## src/rtl/result_write_arbiter_pkg.sv

```systemverilog
// Shared widths and helpers for the result-RAM write arbiter.
// Lane count, result width and row-id width defaults live here so every file agrees.
package result_write_arbiter_pkg;

    localparam int NUM_CH_DEF  = 4;
    localparam int MULT_BITS   = 32;
    localparam int ROW_ID_BITS = 16;
    localparam int CNT_W_DEF   = 32;

    // Lane-index width; kept at least 1 so a degenerate lane count still elaborates.
    function automatic int idx_w(input int n);
        return (n > 1) ? $clog2(n) : 1;
    endfunction

endpackage

```

## src/rtl/result_write_arbiter_if.sv

```systemverilog
// Lane-side and RAM-side signals of the result write arbiter.
// slave is the arbiter's view; master is the surrounding logic's view.
interface result_write_arbiter_if #(
    parameter int NUM_CH = result_write_arbiter_pkg::NUM_CH_DEF,
    parameter int DATA_W = result_write_arbiter_pkg::MULT_BITS,
    parameter int ADDR_W = result_write_arbiter_pkg::ROW_ID_BITS,
    parameter int CNT_W  = result_write_arbiter_pkg::CNT_W_DEF
);
    import result_write_arbiter_pkg::*;

    localparam int IDX_W = idx_w(NUM_CH);

    logic [NUM_CH-1:0]        ch_wr_en;
    logic [NUM_CH*ADDR_W-1:0] ch_wr_addr;
    logic [NUM_CH*DATA_W-1:0] ch_wr_data;
    logic [NUM_CH-1:0]        ch_done;
    logic [NUM_CH-1:0]        ch_full;
    logic [NUM_CH-1:0]        ch_err;
    logic                     mem_ready;
    logic                     mem_wr_en;
    logic [ADDR_W-1:0]        mem_wr_addr;
    logic [DATA_W-1:0]        mem_wr_data;
    logic [IDX_W-1:0]         mem_wr_ch;
    logic [CNT_W-1:0]         wr_count;
    logic                     all_done;

    modport slave (
        input  ch_wr_en, ch_wr_addr, ch_wr_data, ch_done, mem_ready,
        output ch_full, ch_err, mem_wr_en, mem_wr_addr, mem_wr_data, mem_wr_ch,
               wr_count, all_done
    );

    modport master (
        output ch_wr_en, ch_wr_addr, ch_wr_data, ch_done, mem_ready,
        input  ch_full, ch_err, mem_wr_en, mem_wr_addr, mem_wr_data, mem_wr_ch,
               wr_count, all_done
    );

endinterface

```

## src/rtl/result_write_arbiter_rr_arbiter.sv

```systemverilog
// Combinational round-robin arbiter: first requester at or after ptr_i, wrapping.
// Produces a one-hot grant plus the granted index.
module result_write_arbiter_rr_arbiter
    import result_write_arbiter_pkg::*;
#(
    parameter int N = NUM_CH_DEF
) (
    input  logic [N-1:0]          req_i,
    input  logic [idx_w(N)-1:0]   ptr_i,
    output logic [N-1:0]          gnt_o,
    output logic [idx_w(N)-1:0]   gnt_idx_o,
    output logic                  gnt_valid_o
);
    localparam int IDX_W = idx_w(N);

    int j;

    always_comb begin
        gnt_o       = '0;
        gnt_idx_o   = '0;
        gnt_valid_o = 1'b0;
        j           = 0;
        for (int k = 0; k < N; k++) begin
            j = (int'(ptr_i) + k) % N;
            if (!gnt_valid_o && req_i[j[IDX_W-1:0]]) begin
                gnt_valid_o           = 1'b1;
                gnt_o[j[IDX_W-1:0]]   = 1'b1;
                gnt_idx_o             = j[IDX_W-1:0];
            end
        end
    end

endmodule

```

## src/rtl/result_write_arbiter.sv

```systemverilog
// Shares one result-RAM write port among NUM_CH lanes, each with a 1-entry slot,
// through a round-robin grant into a registered output stage.
module result_write_arbiter
    import result_write_arbiter_pkg::*;
#(
    parameter int NUM_CH = NUM_CH_DEF,
    parameter int DATA_W = MULT_BITS,
    parameter int ADDR_W = ROW_ID_BITS,
    parameter int CNT_W  = CNT_W_DEF
) (
    input  logic                   clk,
    input  logic                   rst,
    result_write_arbiter_if.slave  wr_if
);
    localparam int IDX_W = idx_w(NUM_CH);

    logic [NUM_CH-1:0] slot_valid_q, slot_valid_d;
    logic [ADDR_W-1:0] slot_addr_q [NUM_CH];
    logic [DATA_W-1:0] slot_data_q [NUM_CH];
    logic [IDX_W-1:0]  ptr_q, ptr_d;
    logic              mem_wr_en_q, mem_wr_en_d;
    logic [ADDR_W-1:0] mem_wr_addr_q, mem_wr_addr_d;
    logic [DATA_W-1:0] mem_wr_data_q, mem_wr_data_d;
    logic [IDX_W-1:0]  mem_wr_ch_q, mem_wr_ch_d;
    logic [NUM_CH-1:0] ch_err_q, ch_err_d;
    logic [CNT_W-1:0]  wr_count_q, wr_count_d;
    logic              all_done_q, all_done_d;

    logic              out_load;
    logic [NUM_CH-1:0] req;
    logic [NUM_CH-1:0] gnt;
    logic [IDX_W-1:0]  gnt_idx;
    logic              gnt_valid;
    logic [NUM_CH-1:0] ch_full;
    logic [NUM_CH-1:0] capture;

    // The output register may take a new write when empty or when the RAM drains it now.
    assign out_load = ~mem_wr_en_q | wr_if.mem_ready;
    assign req      = slot_valid_q & {NUM_CH{out_load}};

    result_write_arbiter_rr_arbiter #(.N(NUM_CH)) u_rr (
        .req_i       (req),
        .ptr_i       (ptr_q),
        .gnt_o       (gnt),
        .gnt_idx_o   (gnt_idx),
        .gnt_valid_o (gnt_valid)
    );

    // A slot leaving this cycle is reported free so its lane can refill it immediately.
    assign ch_full = slot_valid_q & ~gnt;
    assign capture = wr_if.ch_wr_en & ~ch_full;

    always_comb begin
        slot_valid_d  = (slot_valid_q & ~gnt) | capture;
        ch_err_d      = ch_err_q | (wr_if.ch_wr_en & ch_full);
        ptr_d         = ptr_q;
        mem_wr_en_d   = mem_wr_en_q;
        mem_wr_addr_d = mem_wr_addr_q;
        mem_wr_data_d = mem_wr_data_q;
        mem_wr_ch_d   = mem_wr_ch_q;
        if (gnt_valid) begin
            mem_wr_en_d   = 1'b1;
            mem_wr_addr_d = slot_addr_q[gnt_idx];
            mem_wr_data_d = slot_data_q[gnt_idx];
            mem_wr_ch_d   = gnt_idx;
            ptr_d         = (gnt_idx == IDX_W'(NUM_CH - 1)) ? '0 : gnt_idx + 1'b1;
        end else if (wr_if.mem_ready) begin
            mem_wr_en_d   = 1'b0;
        end
        wr_count_d = wr_count_q;
        if (mem_wr_en_q && wr_if.mem_ready) begin
            wr_count_d = wr_count_q + CNT_W'(1);
        end
        all_done_d = (&wr_if.ch_done) & ~(|slot_valid_q) & ~mem_wr_en_q & ~(|wr_if.ch_wr_en);
    end

    always_ff @(posedge clk or negedge rst) begin
        if (!rst) begin
            slot_valid_q  <= '0;
            ptr_q         <= '0;
            mem_wr_en_q   <= 1'b0;
            mem_wr_addr_q <= '0;
            mem_wr_data_q <= '0;
            mem_wr_ch_q   <= '0;
            ch_err_q      <= '0;
            wr_count_q    <= '0;
            all_done_q    <= 1'b0;
        end else begin
            slot_valid_q  <= slot_valid_d;
            ptr_q         <= ptr_d;
            mem_wr_en_q   <= mem_wr_en_d;
            mem_wr_addr_q <= mem_wr_addr_d;
            mem_wr_data_q <= mem_wr_data_d;
            mem_wr_ch_q   <= mem_wr_ch_d;
            ch_err_q      <= ch_err_d;
            wr_count_q    <= wr_count_d;
            all_done_q    <= all_done_d;
        end
    end

    always_ff @(posedge clk or negedge rst) begin
        if (!rst) begin
            for (int i = 0; i < NUM_CH; i++) begin
                slot_addr_q[i] <= '0;
                slot_data_q[i] <= '0;
            end
        end else begin
            for (int i = 0; i < NUM_CH; i++) begin
                if (capture[i]) begin
                    slot_addr_q[i] <= wr_if.ch_wr_addr[i*ADDR_W +: ADDR_W];
                    slot_data_q[i] <= wr_if.ch_wr_data[i*DATA_W +: DATA_W];
                end
            end
        end
    end

    assign wr_if.ch_full     = ch_full;
    assign wr_if.ch_err      = ch_err_q;
    assign wr_if.mem_wr_en   = mem_wr_en_q;
    assign wr_if.mem_wr_addr = mem_wr_addr_q;
    assign wr_if.mem_wr_data = mem_wr_data_q;
    assign wr_if.mem_wr_ch   = mem_wr_ch_q;
    assign wr_if.wr_count    = wr_count_q;
    assign wr_if.all_done    = all_done_q;

endmodule
```

## src/flat_wrapper.sv

```systemverilog
// flat-port wrapper written by rule: the top's interface ports become plain ports
module result_write_arbiter_flat import result_write_arbiter_pkg::*;
#(
    parameter int NUM_CH = NUM_CH_DEF,
    parameter int DATA_W = MULT_BITS,
    parameter int ADDR_W = ROW_ID_BITS,
    parameter int CNT_W  = CNT_W_DEF
)
  (clk, rst, wr_if_ch_wr_en, wr_if_ch_wr_addr, wr_if_ch_wr_data, wr_if_ch_done, wr_if_mem_ready, wr_if_ch_full, wr_if_ch_err, wr_if_mem_wr_en, wr_if_mem_wr_addr, wr_if_mem_wr_data, wr_if_mem_wr_ch, wr_if_wr_count, wr_if_all_done);
  result_write_arbiter_if #(.NUM_CH(NUM_CH), .DATA_W(DATA_W), .ADDR_W(ADDR_W), .CNT_W(CNT_W)) wr_if_i ();
  input  logic clk;
  input  logic rst;
  input wire logic [$bits(wr_if_i.ch_wr_en)-1:0] wr_if_ch_wr_en;
  input wire logic [$bits(wr_if_i.ch_wr_addr)-1:0] wr_if_ch_wr_addr;
  input wire logic [$bits(wr_if_i.ch_wr_data)-1:0] wr_if_ch_wr_data;
  input wire logic [$bits(wr_if_i.ch_done)-1:0] wr_if_ch_done;
  input wire logic [$bits(wr_if_i.mem_ready)-1:0] wr_if_mem_ready;
  output wire logic [$bits(wr_if_i.ch_full)-1:0] wr_if_ch_full;
  output wire logic [$bits(wr_if_i.ch_err)-1:0] wr_if_ch_err;
  output wire logic [$bits(wr_if_i.mem_wr_en)-1:0] wr_if_mem_wr_en;
  output wire logic [$bits(wr_if_i.mem_wr_addr)-1:0] wr_if_mem_wr_addr;
  output wire logic [$bits(wr_if_i.mem_wr_data)-1:0] wr_if_mem_wr_data;
  output wire logic [$bits(wr_if_i.mem_wr_ch)-1:0] wr_if_mem_wr_ch;
  output wire logic [$bits(wr_if_i.wr_count)-1:0] wr_if_wr_count;
  output wire logic [$bits(wr_if_i.all_done)-1:0] wr_if_all_done;
  assign wr_if_i.ch_wr_en = wr_if_ch_wr_en;
  assign wr_if_i.ch_wr_addr = wr_if_ch_wr_addr;
  assign wr_if_i.ch_wr_data = wr_if_ch_wr_data;
  assign wr_if_i.ch_done = wr_if_ch_done;
  assign wr_if_i.mem_ready = wr_if_mem_ready;
  assign wr_if_ch_full = wr_if_i.ch_full;
  assign wr_if_ch_err = wr_if_i.ch_err;
  assign wr_if_mem_wr_en = wr_if_i.mem_wr_en;
  assign wr_if_mem_wr_addr = wr_if_i.mem_wr_addr;
  assign wr_if_mem_wr_data = wr_if_i.mem_wr_data;
  assign wr_if_mem_wr_ch = wr_if_i.mem_wr_ch;
  assign wr_if_wr_count = wr_if_i.wr_count;
  assign wr_if_all_done = wr_if_i.all_done;
  result_write_arbiter #(.NUM_CH(NUM_CH), .DATA_W(DATA_W), .ADDR_W(ADDR_W), .CNT_W(CNT_W)) u_core (.clk(clk), .rst(rst), .wr_if(wr_if_i));
endmodule
```

## config.mk

```make
export PLATFORM = sky130hd
export DESIGN_NAME = result_write_arbiter_flat
export DESIGN_NICKNAME = d
export VERILOG_FILES = /design/src/rtl/result_write_arbiter_pkg.sv /design/src/rtl/result_write_arbiter_if.sv /design/src/rtl/result_write_arbiter_rr_arbiter.sv /design/src/rtl/result_write_arbiter.sv /design/src/flat_wrapper.sv
export SDC_FILE = /design/constraint.sdc
export NUM_CORES = 1
export LEC_CHECK = 0
export CORE_MARGIN = 2
export CORE_UTILIZATION = 26
export CTS_CLUSTER_SIZE = 24
export DETAILED_ROUTE_END_ITERATION = 10
export GPL_ROUTABILITY_DRIVEN = 0
export SYNTH_ARGS = -nofsm -noshare
export SYNTH_HDL_FRONTEND = slang
export SYNTH_HIERARCHICAL = 1
export SYNTH_SLANG_ARGS = --single-unit
export TNS_END_PERCENT = 100
```

## constraint.sdc

```tcl
create_clock -name clk -period 3.5 [get_ports clk]
set_clock_uncertainty 0.1 [all_clocks]
set_input_delay 0.35 -clock clk [delete_from_list [all_inputs] [get_ports clk]]
set_output_delay 0.35 -clock clk [all_outputs]
set_load 0.1 [all_outputs]
```

**Yosys cells after proc, flatten, opt, wreduce, memory -nomap -nowiden**

Cells that the tools add are included.

- Flip-flop bits (word level): 286
- Latch bits: 0
- Memory bits (writable): 0
- Bits in read-only memories: 0
- Input bits: 203
- Output and inout port bits: 92
- Memories kept: 0

- $add $sub $neg: 5
- $mul: 0
- Divide/modulo/power cells: 0
- Magnitude comparators: 9
- Eq/ne operators: 1
- Shift operators: 0
- Muxes and demuxes: 37
- Bitwise gates (word level): 19
- Reductions and logical operators: 15

Operators with widths:

| kind | count |
|---|---|
| $bmux W32 S2 | 1 |
| $mux W32 | 2 |
| $add A32 B1 Y32 const B | 1 |
| $bmux W16 S2 | 1 |
| $mux W16 | 2 |
| $or A4 B4 Y4 | 5 |
| $and A4 B4 Y4 | 4 |
| $mux W4 | 4 |
| $mux W1 | 14 |
| $lt A2 B3 Y1 const B | 4 |
| $mux W2 | 5 |
| $bmux W1 S2 | 4 |
| $demux W1 S2 | 4 |
| $ge A2 B1 Y1 const B | 4 |
| $logic_and A1 B1 Y1 | 8 |
| $not A4 Y4 | 2 |
| $reduce_or A4 Y1 | 2 |
| $add A2 B1 Y2 const B | 2 |
| $add A2 B2 Y2 const B | 2 |
| $reduce_and A4 Y1 | 1 |
| $and A1 B1 Y1 | 3 |
| $ge A3 B3 Y1 const B | 1 |
| $logic_not A1 Y1 | 3 |
| $not A1 Y1 | 3 |
| other kinds (4) | 4 |

**Longest topological paths before layout**

Gate-level depths: netlist (run 1).

- Depth in word-level cells: 20
- Depth in mapped cells: 13
- Depth with buffers taken out: 9

**Cells and area by module**

Netlist (run 1), hierarchy kept.

Modules (own cells, without submodules):

| module | times used | cells an instance | area an instance (µm²) | sequential area each (µm²) |
|---|---|---|---|---|
| result_write_arbiter | 1 | 745 | 12,097.9 | 7,156.9 |
| result_write_arbiter_rr_arbiter | 1 | 45 | 419.2 | 0.0 |

**Worst setup path after synthesis (run 1)**

Ideal clock, no wire load.

- Kind: flip-flop to flip-flop
- Start point: reg u_core.mem_wr_en_q (netlist: u_core/wr_if.mem_wr_en)
- End point: reg u_core.mem_wr_data_q[10] (netlist: u_core/wr_if.mem_wr_data[10])
- Library setup time: 0.125 ns
- Arrival: 3.597 ns
- Data required time: 3.275 ns
- Setup slack: -0.322 ns
- Cell stages (with the launch flop): 12
- Buffers on the path: 3
- Clock period less this slack: 3.822 ns
- Cell sequence: dfrtp_1 -> nand2b_1 -> and2_1 -> mux4_2 -> buf_6 -> nor4b_4 -> nor2_1 -> a32o_1 -> buf_2 -> buf_2 -> mux4_2 -> mux2_2

- Word-level cells in the longest chain between the ends: 19
- Elaborated cells between the ends (all ways): 29
- Those cells by class: mux (19); bitwise (4); reduce/logical (6)

Ends and longest elaborated chain:

| item | line | source |
|---|---|---|
| start: declaration | result_write_arbiter.sv:21 | `logic mem_wr_en_q, mem_wr_en_d;` |
| start signal: assignment | result_write_arbiter.sv:91 | `mem_wr_en_q <= mem_wr_en_d;` |
| $not A1 Y1 (*) | result_write_arbiter.sv:38 | `assign out_load = ~mem_wr_en_q \| wr_if.mem_ready;` |
| $or A1 B1 Y1 (*) | result_write_arbiter.sv:38 |  |
| $and A4 B4 Y4 (*) | result_write_arbiter.sv:39 | `assign req = slot_valid_q & {NUM_CH{out_load}};` |
| net u_core.req[2] | result_write_arbiter.sv:30 | `logic [NUM_CH-1:0] req;` |
| $bmux W1 S2 | result_write_arbiter_rr_arbiter.sv:25 | `if (!gnt_valid_o && req_i[j[IDX_W-1:0]]) begin` |
| $mux W1 (not written as such) | result_write_arbiter_rr_arbiter.sv:25 |  |
| $mux W1 | result_write_arbiter_rr_arbiter.sv:25 |  |
| $logic_not A1 Y1 | result_write_arbiter_rr_arbiter.sv:25 |  |
| [4 not listed] | n/a |  |
| $mux W1 | result_write_arbiter_rr_arbiter.sv:25 |  |
| $logic_not A1 Y1 | result_write_arbiter_rr_arbiter.sv:25 |  |
| $logic_and A1 B1 Y1 | result_write_arbiter_rr_arbiter.sv:25 |  |
| $mux W2 (*) | result_write_arbiter_rr_arbiter.sv:25 |  |
| net u_core.gnt_idx[1] | result_write_arbiter.sv:32 | `logic [IDX_W-1:0] gnt_idx;` |
| $not A2 Y3 (not written as such) (*) | result_write_arbiter.sv:64 | `mem_wr_data_d = slot_data_q[gnt_idx];` |
| $bmux W32 S2 (*) | result_write_arbiter.sv:64 |  |
| $mux W32 (not written as such) (*) (2 in series) | result_write_arbiter.sv:64 |  |
| end signal: assignment | result_write_arbiter.sv:93 | `mem_wr_data_q <= mem_wr_data_d;` |
| end: declaration | result_write_arbiter.sv:23 | `logic [DATA_W-1:0] mem_wr_data_q, mem_wr_data_d;` |

The timed path passes the listed nets; every way through them passes the cells marked *. The select of a mux whose other input is x is not followed.
A chain may end at the register's enable or synchronous reset.

**Final worst setup path (run 1)**

- Start point: in wr_if_mem_ready
- End point: out wr_if_ch_full[0]

- Word-level cells in the longest chain between the ends: 16
- Elaborated cells between the ends (all ways): 28
- Those cells by class: mux (15); bitwise (7); reduce/logical (6)

Ends and longest elaborated chain:

| item | line | source |
|---|---|---|
| start: declaration | flat_wrapper.sv:17 | `input wire logic [$bits(wr_if_i.mem_ready)-1:0] wr_if_mem_ready;` |
| $or A1 B1 Y1 (*) | result_write_arbiter.sv:38 |  |
| $and A4 B4 Y4 (*) | result_write_arbiter.sv:39 |  |
| net u_core.req[2] | result_write_arbiter.sv:30 |  |
| $bmux W1 S2 | result_write_arbiter_rr_arbiter.sv:25 |  |
| $mux W1 (not written as such) | result_write_arbiter_rr_arbiter.sv:25 |  |
| $mux W1 | result_write_arbiter_rr_arbiter.sv:25 |  |
| $logic_not A1 Y1 | result_write_arbiter_rr_arbiter.sv:25 |  |
| $logic_and A1 B1 Y1 | result_write_arbiter_rr_arbiter.sv:25 |  |
| [2 not listed] | n/a |  |
| $logic_and A1 B1 Y1 | result_write_arbiter_rr_arbiter.sv:25 |  |
| $mux W1 | result_write_arbiter_rr_arbiter.sv:25 |  |
| $logic_not A1 Y1 | result_write_arbiter_rr_arbiter.sv:25 |  |
| $logic_and A1 B1 Y1 | result_write_arbiter_rr_arbiter.sv:25 |  |
| $mux W4 (*) | result_write_arbiter_rr_arbiter.sv:25 |  |
| net u_core.gnt[0] | result_write_arbiter.sv:31 | `logic [NUM_CH-1:0] gnt;` |
| $not A4 Y4 (*) | result_write_arbiter.sv:50 | `assign ch_full = slot_valid_q & ~gnt;` |
| $and A4 B4 Y4 (*) | result_write_arbiter.sv:50 |  |
| end: declaration | flat_wrapper.sv:18 | `output wire logic [$bits(wr_if_i.ch_full)-1:0] wr_if_ch_full;` |

Marks and branches as above.

==> results of run 1 <==
[cells in the mapped netlist, drive strengths merged]
cell      n  area share, %
a22oi     8           0.48
and2b     1          0.070
ha        7           0.70
nor4b     1           0.19
nand4b    1          0.070
xor2     11           0.77
nor3      9           0.36
and3      3           0.15
mux2    247             22
o21ai     5           0.20
nand4    10           0.60
a21o      4           0.24
dfrtp   286             57
mux4     52            9.4
nor4      7           0.67
nand2b   11           0.55
nand2    16           0.54
inv      11           0.33
xnor2    20            1.4
o311ai    1          0.070
or2       1          0.070
and2      4           0.20
nor2      7           0.21
nand3    14           0.60
a21oi     1          0.040
or4       1          0.060
clkbuf    5           0.15
a32o      1          0.080
mux2i     1          0.080
buf      36            1.8
and4      6           0.43
o31ai     1          0.060
o211ai    1          0.060
[layer usage]
metal	part of all wire, %	vias to the layer above
met5	0.038	-
met4	2.1	2
met3	5.4	49
met2	49	183
met1	43	4112
li1	-	3572
[area by class of cell]
class | instances | area share (%)
diodes | 1 | 0.0141
clock buffers | 51 | 5.69
clock inverters | 3 | 0.0848
inverters | 11 | 0.233
multi-input cells | 452 | 29.1
flip-flops and latches | 286 | 40.4
well taps | 615 | 4.34
repair buffers | 340 | 20.1
[registers in the layout, indices dropped and copies added, names as in the netlist]
signal,count
u_core/slot_data_q,128
u_core/slot_valid_q,4
u_core/ptr_q,2
u_core/wr_if.wr_count,32
u_core/wr_if.mem_wr_ch,2
u_core/slot_addr_q,64
u_core/wr_if.ch_err,4
u_core/wr_if.mem_wr_data,32
u_core/wr_if.mem_wr_addr,16
u_core/wr_if.all_done,1
u_core/wr_if.mem_wr_en,1
[through the flow]
stage	setup TNS [ns]	utilization (%)	hold slack, ns	cells	worst slack [ns]
after floorplan	0	-	-0.0456	790	0.00754
after global placement	-32.89	34.8	0.306	1695	-0.229
after detailed placement	-47.02	34.8	0.299	1695	-0.303
after CTS	0	37.1	0.270	1752	0.00840
after global routing	-0.0135	37.2	0.298	1759	-0.00745
final	0	37.2	0.311	1759	0.144
[worst register-to-register path: cells and delay by family (launching register included)]
kind	cells	cell delay [ns]
compound gates	2	0.27
simple gates	5	0.72
buf+inv	4	0.63
mux	2	0.92
flops	1	0.38
[layout by cell type, fill, tap and decap left out, types with 9 or more instances in the layout]
| cell type | instances |
|---|---|
| clkdlybuf4s50_1 | 288 |
| clkbuf_16 | 37 |
| dfrtp_1 | 285 |
| nand3_1 | 13 |
| buf_12 | 21 |
| clkbuf_1 | 11 |
| xor2_1 | 11 |
| mux2_2 | 247 |
| nand2_1 | 11 |
| nor3_1 | 9 |
| inv_1 | 9 |
| xnor2_1 | 20 |
| buf_4 | 26 |
| mux4_2 | 51 |
[kinds of logic (layout without fill, tap and decap cells)]
family	count (synthesis)	count (layout)
other cells	0	1
compound gates	22	22
mux	300	300
simple gates	92	92
buf+inv	52	405
flops	286	286
xor+xnor	31	31
fa+ha+maj	7	7
[final timing paths]
check,cells past startpoint,endpoint,start,slack [ns]
max in group asynchronous,3,u_core/slot_addr_q[41],rst,2.07
hold reg to reg,1,u_core/wr_if.ch_err[0],u_core/wr_if.ch_err[0],0.36
setup / recovery,12,wr_if_ch_full[0],wr_if_mem_ready,0.14
hold / removal,2,u_core/wr_if.wr_count[26],rst,0.31
setup reg to reg,13,u_core/slot_data_q[45],u_core/wr_if.mem_wr_en,0.37
min in group clk,3,u_core/wr_if.all_done,wr_if_ch_done[2],0.33
[timing repair]
item	in CTS	in global routing
gates cloned	0	0
endpoints found under the setup margin	4	4
buffers inserted	2	6
hold endpoints to repair	75	0
resized for setup	10	6
hold buffers	1	0
pin swaps	0	1
==> results.sh, run 1 <==
export IMPL_ys_types=43
export IMPL_wl_microns=34100
export IMPL_grt_pass1_vias=8686
export IMPL_path_delay_family="buffers and inverters"
export IMPL_areaGrowthSynthToFinish_pct=41.5
export IMPL_final_seq_area_sq_um=7160
export IMPL_grt_pass1_wl_microns=52200
export IMPL_crit_slowest_cell="mux4_1"
export IMPL_ys_warn_count=6
export IMPL_synth_seq_cells=286
export IMPL_hp_class="in -> async"
export IMPL_setup_violations=0
export IMPL_start_kind="input port"
export IMPL_htree_levels=2
export IMPL_numCtsBuffers=34
export IMPL_grt_max_degree=81
export IMPL_antenna_left=0
export IMPL_initial_core_util_pct=26.3
export IMPL_clk_pin_slew_ns=0.06
export IMPL_path_class="in -> out"
export IMPL_final_hold_viol_count=0
export IMPL_clock_latency_ns=0.53
export IMPL_netlist_area_sq_um=12500
export IMPL_use_met2_pct=23.1
export IMPL_gr_total_overflow=0
export IMPL_end_kind="output port"
export IMPL_cp_required_ns=3.05
export IMPL_clockBufferDepth=3
export IMPL_use_met3_pct=3.63
export IMPL_fin_crit_ns=3.36
export IMPL_grt_usage_pct=13.7
export IMPL_final_nets=1335
export IMPL_antenna_found_initial=2
export IMPL_critPathMaxFanout=6
export IMPL_die_area_sq_um=49900
export IMPL_syn_inst=790
export IMPL_drtIter0Drc=421
export IMPL_fp_row_count=80
export IMPL_hpwl_microns=23700
export IMPL_multi_input_area_sq_um=5160
export IMPL_port_buffers=294
export IMPL_drt_pass1_iter_count=4
export IMPL_synth_compound_area_share_pct=1.23
export IMPL_synthAdderAreaFrac_pct=0.700
export IMPL_min_period_over_period_pct=95.9
export IMPL_worst_ep_arrival_time_ns=2.91
export IMPL_yosys_area_share_simple_pct=4.77
export IMPL_path_cells="clkdlybuf4s50_1 > nand2b_4 > and2_4 > mux4_1 > nor4b_4 > buf_4 > a22oi_1 > o21ai_0 > nand2b_1 > buf_4 > inv_1 > buf_12"
export IMPL_design_area_sq_um=17700
export IMPL_fillers=4547
export IMPL_maxSlewHeadroom_pct=29.6
export IMPL_ys_seq_area_share_pct=57.2
export IMPL_cpPeakStageDelay_ns=0.56
export IMPL_drc=0
export IMPL_tightest_slew_ns=1.05
export IMPL_max_cap_viol_count=0
export IMPL_drive_gt1_share_pct=37.0
export IMPL_synthMuxAreaShare_pct=31.7
export IMPL_wl_per_cell_microns=19.4
export IMPL_die_h_microns=223
export IMPL_synth_fp_nets=1000
export IMPL_yosys_area_share_xor_xnor_pct=2.17
export IMPL_die_w_microns=223
export IMPL_synth_top_family_by_area="multiplexers"
export IMPL_num_vias=7918
export IMPL_clock_sinks=286
export IMPL_max_freq_ghz=0.298
export IMPL_drv_slew=0
export IMPL_met1_usage_pct=17.4
export IMPL_cts_root_buf="clkbuf_16"
export IMPL_placed_cell_area_sq_um=16600
export IMPL_top_usage_layer="met2"
export IMPL_cpMostUsedCell="buf_4"
export IMPL_status="completed"
export IMPL_core_area_sq_um=47600
export IMPL_cts_tree="yes"
export IMPL_avgSynthCellArea_sq_um=15.8
export IMPL_crit_buf_inv=5
export IMPL_viasPerCell=4.50
export IMPL_io_pin_count=295
Power of run 1 is left out: the tool's default activity adds up to more than one toggle a clock period on the data nets, which glitch-free logic cannot reach.
==> run 2: changes to the inputs <==
- TNS_END_PERCENT: 100 -> default
==> results of run 2 <==
Final layout, timing and power as in run 1 (identical DEF).
Power of run 2 is left out for the same reason.
==> run 3: changes to the inputs <==
- CTS_CLUSTER_SIZE: 24 -> 8
- PLACE_DENSITY: default -> 0.5
==> run 3 against run 2 <==
Net effect: register-to-register slack hardly changed; non-clock buffer count grew 1; wire length is 3.7% higher; critical path type is now reg -> out; largest cell class unchanged.
==> results.sh, run 3 (same netlist as run 1, synthesis figures left out) <==
export IMPL_io_pin_count=295
export IMPL_rrSetupSlack_ns=0.36
export IMPL_numCtsBuffers=42
export IMPL_clk_pin_slew_ns=0.05
export IMPL_fillers=4548
export IMPL_hp_class="in -> async"
export IMPL_path_class="reg -> out"
export IMPL_timing_rr_start="u_core/wr_if.mem_wr_en"
export IMPL_p_sw_share_pct=40.0
export IMPL_largest_register_ffs=128
export IMPL_crit_slowest_cell="mux4_2"
export IMPL_cts_tree="yes"
export IMPL_antenna_cells=0
export IMPL_areaGrowthSynthToFinish_pct=42.5
export IMPL_final_hold_viol_count=0
export IMPL_gr_total_overflow=0
export IMPL_num_vias=8005
export IMPL_hpwl_microns=24300
export IMPL_fin_setup_tns_ns=0
export IMPL_wl_microns=35400
export IMPL_wl_met3_microns=2050
export IMPL_final_cell_mix="clkdlybuf4s50_1, dfrtp_1, mux2_2"
export IMPL_worst_ep_arrival_time_ns=2.94
export IMPL_tightest_slew_ns=1.08
export IMPL_final_core_util_pct=37.4
export IMPL_status="completed"
export IMPL_antenna_found_initial=5
export IMPL_initial_core_util_pct=26.3
export IMPL_drc=0
export IMPL_port_buffers=294
export IMPL_largest_register="u_core/slot_data_q"
export IMPL_layout_commonest_cell="clkdlybuf4s50_1"
export IMPL_antenna_left=0
export IMPL_drt_pass1_iter_count=6
export IMPL_max_freq_ghz=0.295
export IMPL_p_int_w=0.0137
export IMPL_final_nets=1344
export IMPL_worstRegToRegCells=10
export IMPL_fp_row_count=80
export IMPL_path_cells="nand2b_4 > and2_4 > mux4_2 > buf_6 > nor4b_4 > buf_4 > a22oi_1 > o21ai_0 > nand2b_4 > buf_4 > inv_2 > buf_12"
export IMPL_htree_levels=2
export IMPL_met2WireLength_microns=17100
export IMPL_clock_latency_ns=0.55
export IMPL_start_kind="register"
export IMPL_power_switching_w=0.00916
export IMPL_startpoint="u_core/wr_if.mem_wr_en"
export IMPL_wl_per_cell_microns=20.2
export IMPL_highest_layer="met5"
export IMPL_maxSlewHeadroom_pct=27.5
export IMPL_irDropWorstVdd_uv=488
export IMPL_cpPeakStageDelay_ns=0.50
export IMPL_power_frac_seq_pct=25.5
export IMPL_placed_cell_area_sq_um=16600
export IMPL_drtIter0Drc=333
export IMPL_die_h_microns=223
export IMPL_cp_required_ns=3.05
export IMPL_critPathMaxFanout=6
export IMPL_leakagePower_nw=7.34
export IMPL_fin_crit_ns=3.39
export IMPL_grt_max_degree=95
export IMPL_setup_ws_ns=0.105
export IMPL_grt_pass1_vias=8818
export IMPL_design_area_sq_um=17800
export IMPL_core_area_sq_um=47600
export IMPL_end_kind="output port"
export IMPL_viasPerCell=4.56
export IMPL_powerDensity_nw_per_um2=1280
export IMPL_clock_sinks=286
export IMPL_min_period_over_period_pct=97.0
export IMPL_clockBufferDepth=3
export IMPL_grt_pass1_wl_microns=55200
export IMPL_power_w=0.0229
export IMPL_cts_root_buf="clkbuf_16"
export IMPL_drv_slew=0
export IMPL_endpoint="wr_if_ch_full[2]"
export IMPL_grt_usage_pct=14.5
export IMPL_wl_met1_microns=15500
export IMPL_clkPwrFrac_pct=15.6
export IMPL_die_area_sq_um=49900
export IMPL_pre_cts_ws_ns=-0.275
export IMPL_r2r_end="u_core/wr_if.mem_wr_data[8]"
export IMPL_p_comb_share_pct=58.9
export IMPL_max_cap_viol_count=0
export IMPL_setup_violations=0
export IMPL_die_w_microns=223
export IMPL_largestRegisters="u_core/slot_data_q: 128 flops, u_core/slot_addr_q: 64 flops"
export IMPL_drive_gt1_share_pct=37.8
-- run 3: cell count changes in the layout (fill, tap and decap cells not counted), sizes merged --
cell	delta
clkbuf	-4
diode	-1
inv	+2
clkinvlp	+1
buf	+1
clkinv	-2
-- run 3: routing by layer --
metal	global-route usage (%)	up-vias
met1	18.9	4150
met4	4.41	10
met5	0	-
li1	-	3586
met3	3.89	51
met2	23.6	208
-- run 3: critical path: cells and delay by family (launching register included) --
kind                   cells  cell delay (ns)
buffers and inverters      5             0.66
AND/OR/NAND/NOR            4             0.74
multiplexers               1             0.50
AO/OA/AOI/OAI              2             0.13
flip-flops                 1             0.38
-- run 3: final cells by class --
type,count,area [sq um],share of cell area (%)
multi-input combinational,452,5180,29.1
timing repair buffer,341,3560,19.9
clock inverter,4,41.3,0.232
tap,615,769,4.32
inverter,11,41.3,0.232
clock buffer,47,1080,6.06
sequential,286,7160,40.1
-- run 3: what timing repair did --
| item | 4_1_cts | 5_1_grt |
|---|---|---|
| endpoints found under the setup margin | 4 | 4 |
| hold buffers | 1 | 0 |
| endpoints found under the hold margin | 87 | 0 |
| buffers inserted | 2 | 4 |
| resized for setup | 5 | 14 |
| pin swaps | 1 | 1 |
-- run 3: metrics by stage --
stage / instances / hold slack (ns)
6_report: 1756 / 0.309
5_1_grt: 1756 / 0.286
4_1_cts: 1752 / 0.263
3_5_place_dp: 1698 / 0.342
3_3_place_gp: 1698 / 0.337
2_1_floorplan: 790 / -0.0456
-- run 3: how the worst min path moves through the flow --
stage | cells past startpoint | startpoint | endpoint | slack (ns)
global route | 2 | wr_if_ch_wr_data[100] | u_core/slot_data_q[4] | 0.29
global placement | 1 | u_core/wr_if.ch_err[1] | u_core/wr_if.ch_err[1] | 0.34
CTS | 2 | wr_if_ch_wr_data[100] | u_core/slot_data_q[4] | 0.26
floorplan | 0 | rst | u_core/ptr_q[0] | -0.05
detailed placement | 1 | rst | u_core/wr_if.wr_count[20] | 0.34
finish | 2 | rst | u_core/wr_if.wr_count[19] | 0.31
-- run 3: power groups by stage --
stage	Sequential (W)	Clock, W	Combinational (W)
floorplan	0.00806	0	0.00747
global placement	0.00587	0	0.0133
detailed placement	0.00589	0	0.0135
CTS	0.00585	0.00372	0.0136
global route	0.00605	0.00387	0.0144
finish	0.00584	0.00357	0.0135
Power figures use the tool's default switching activity.
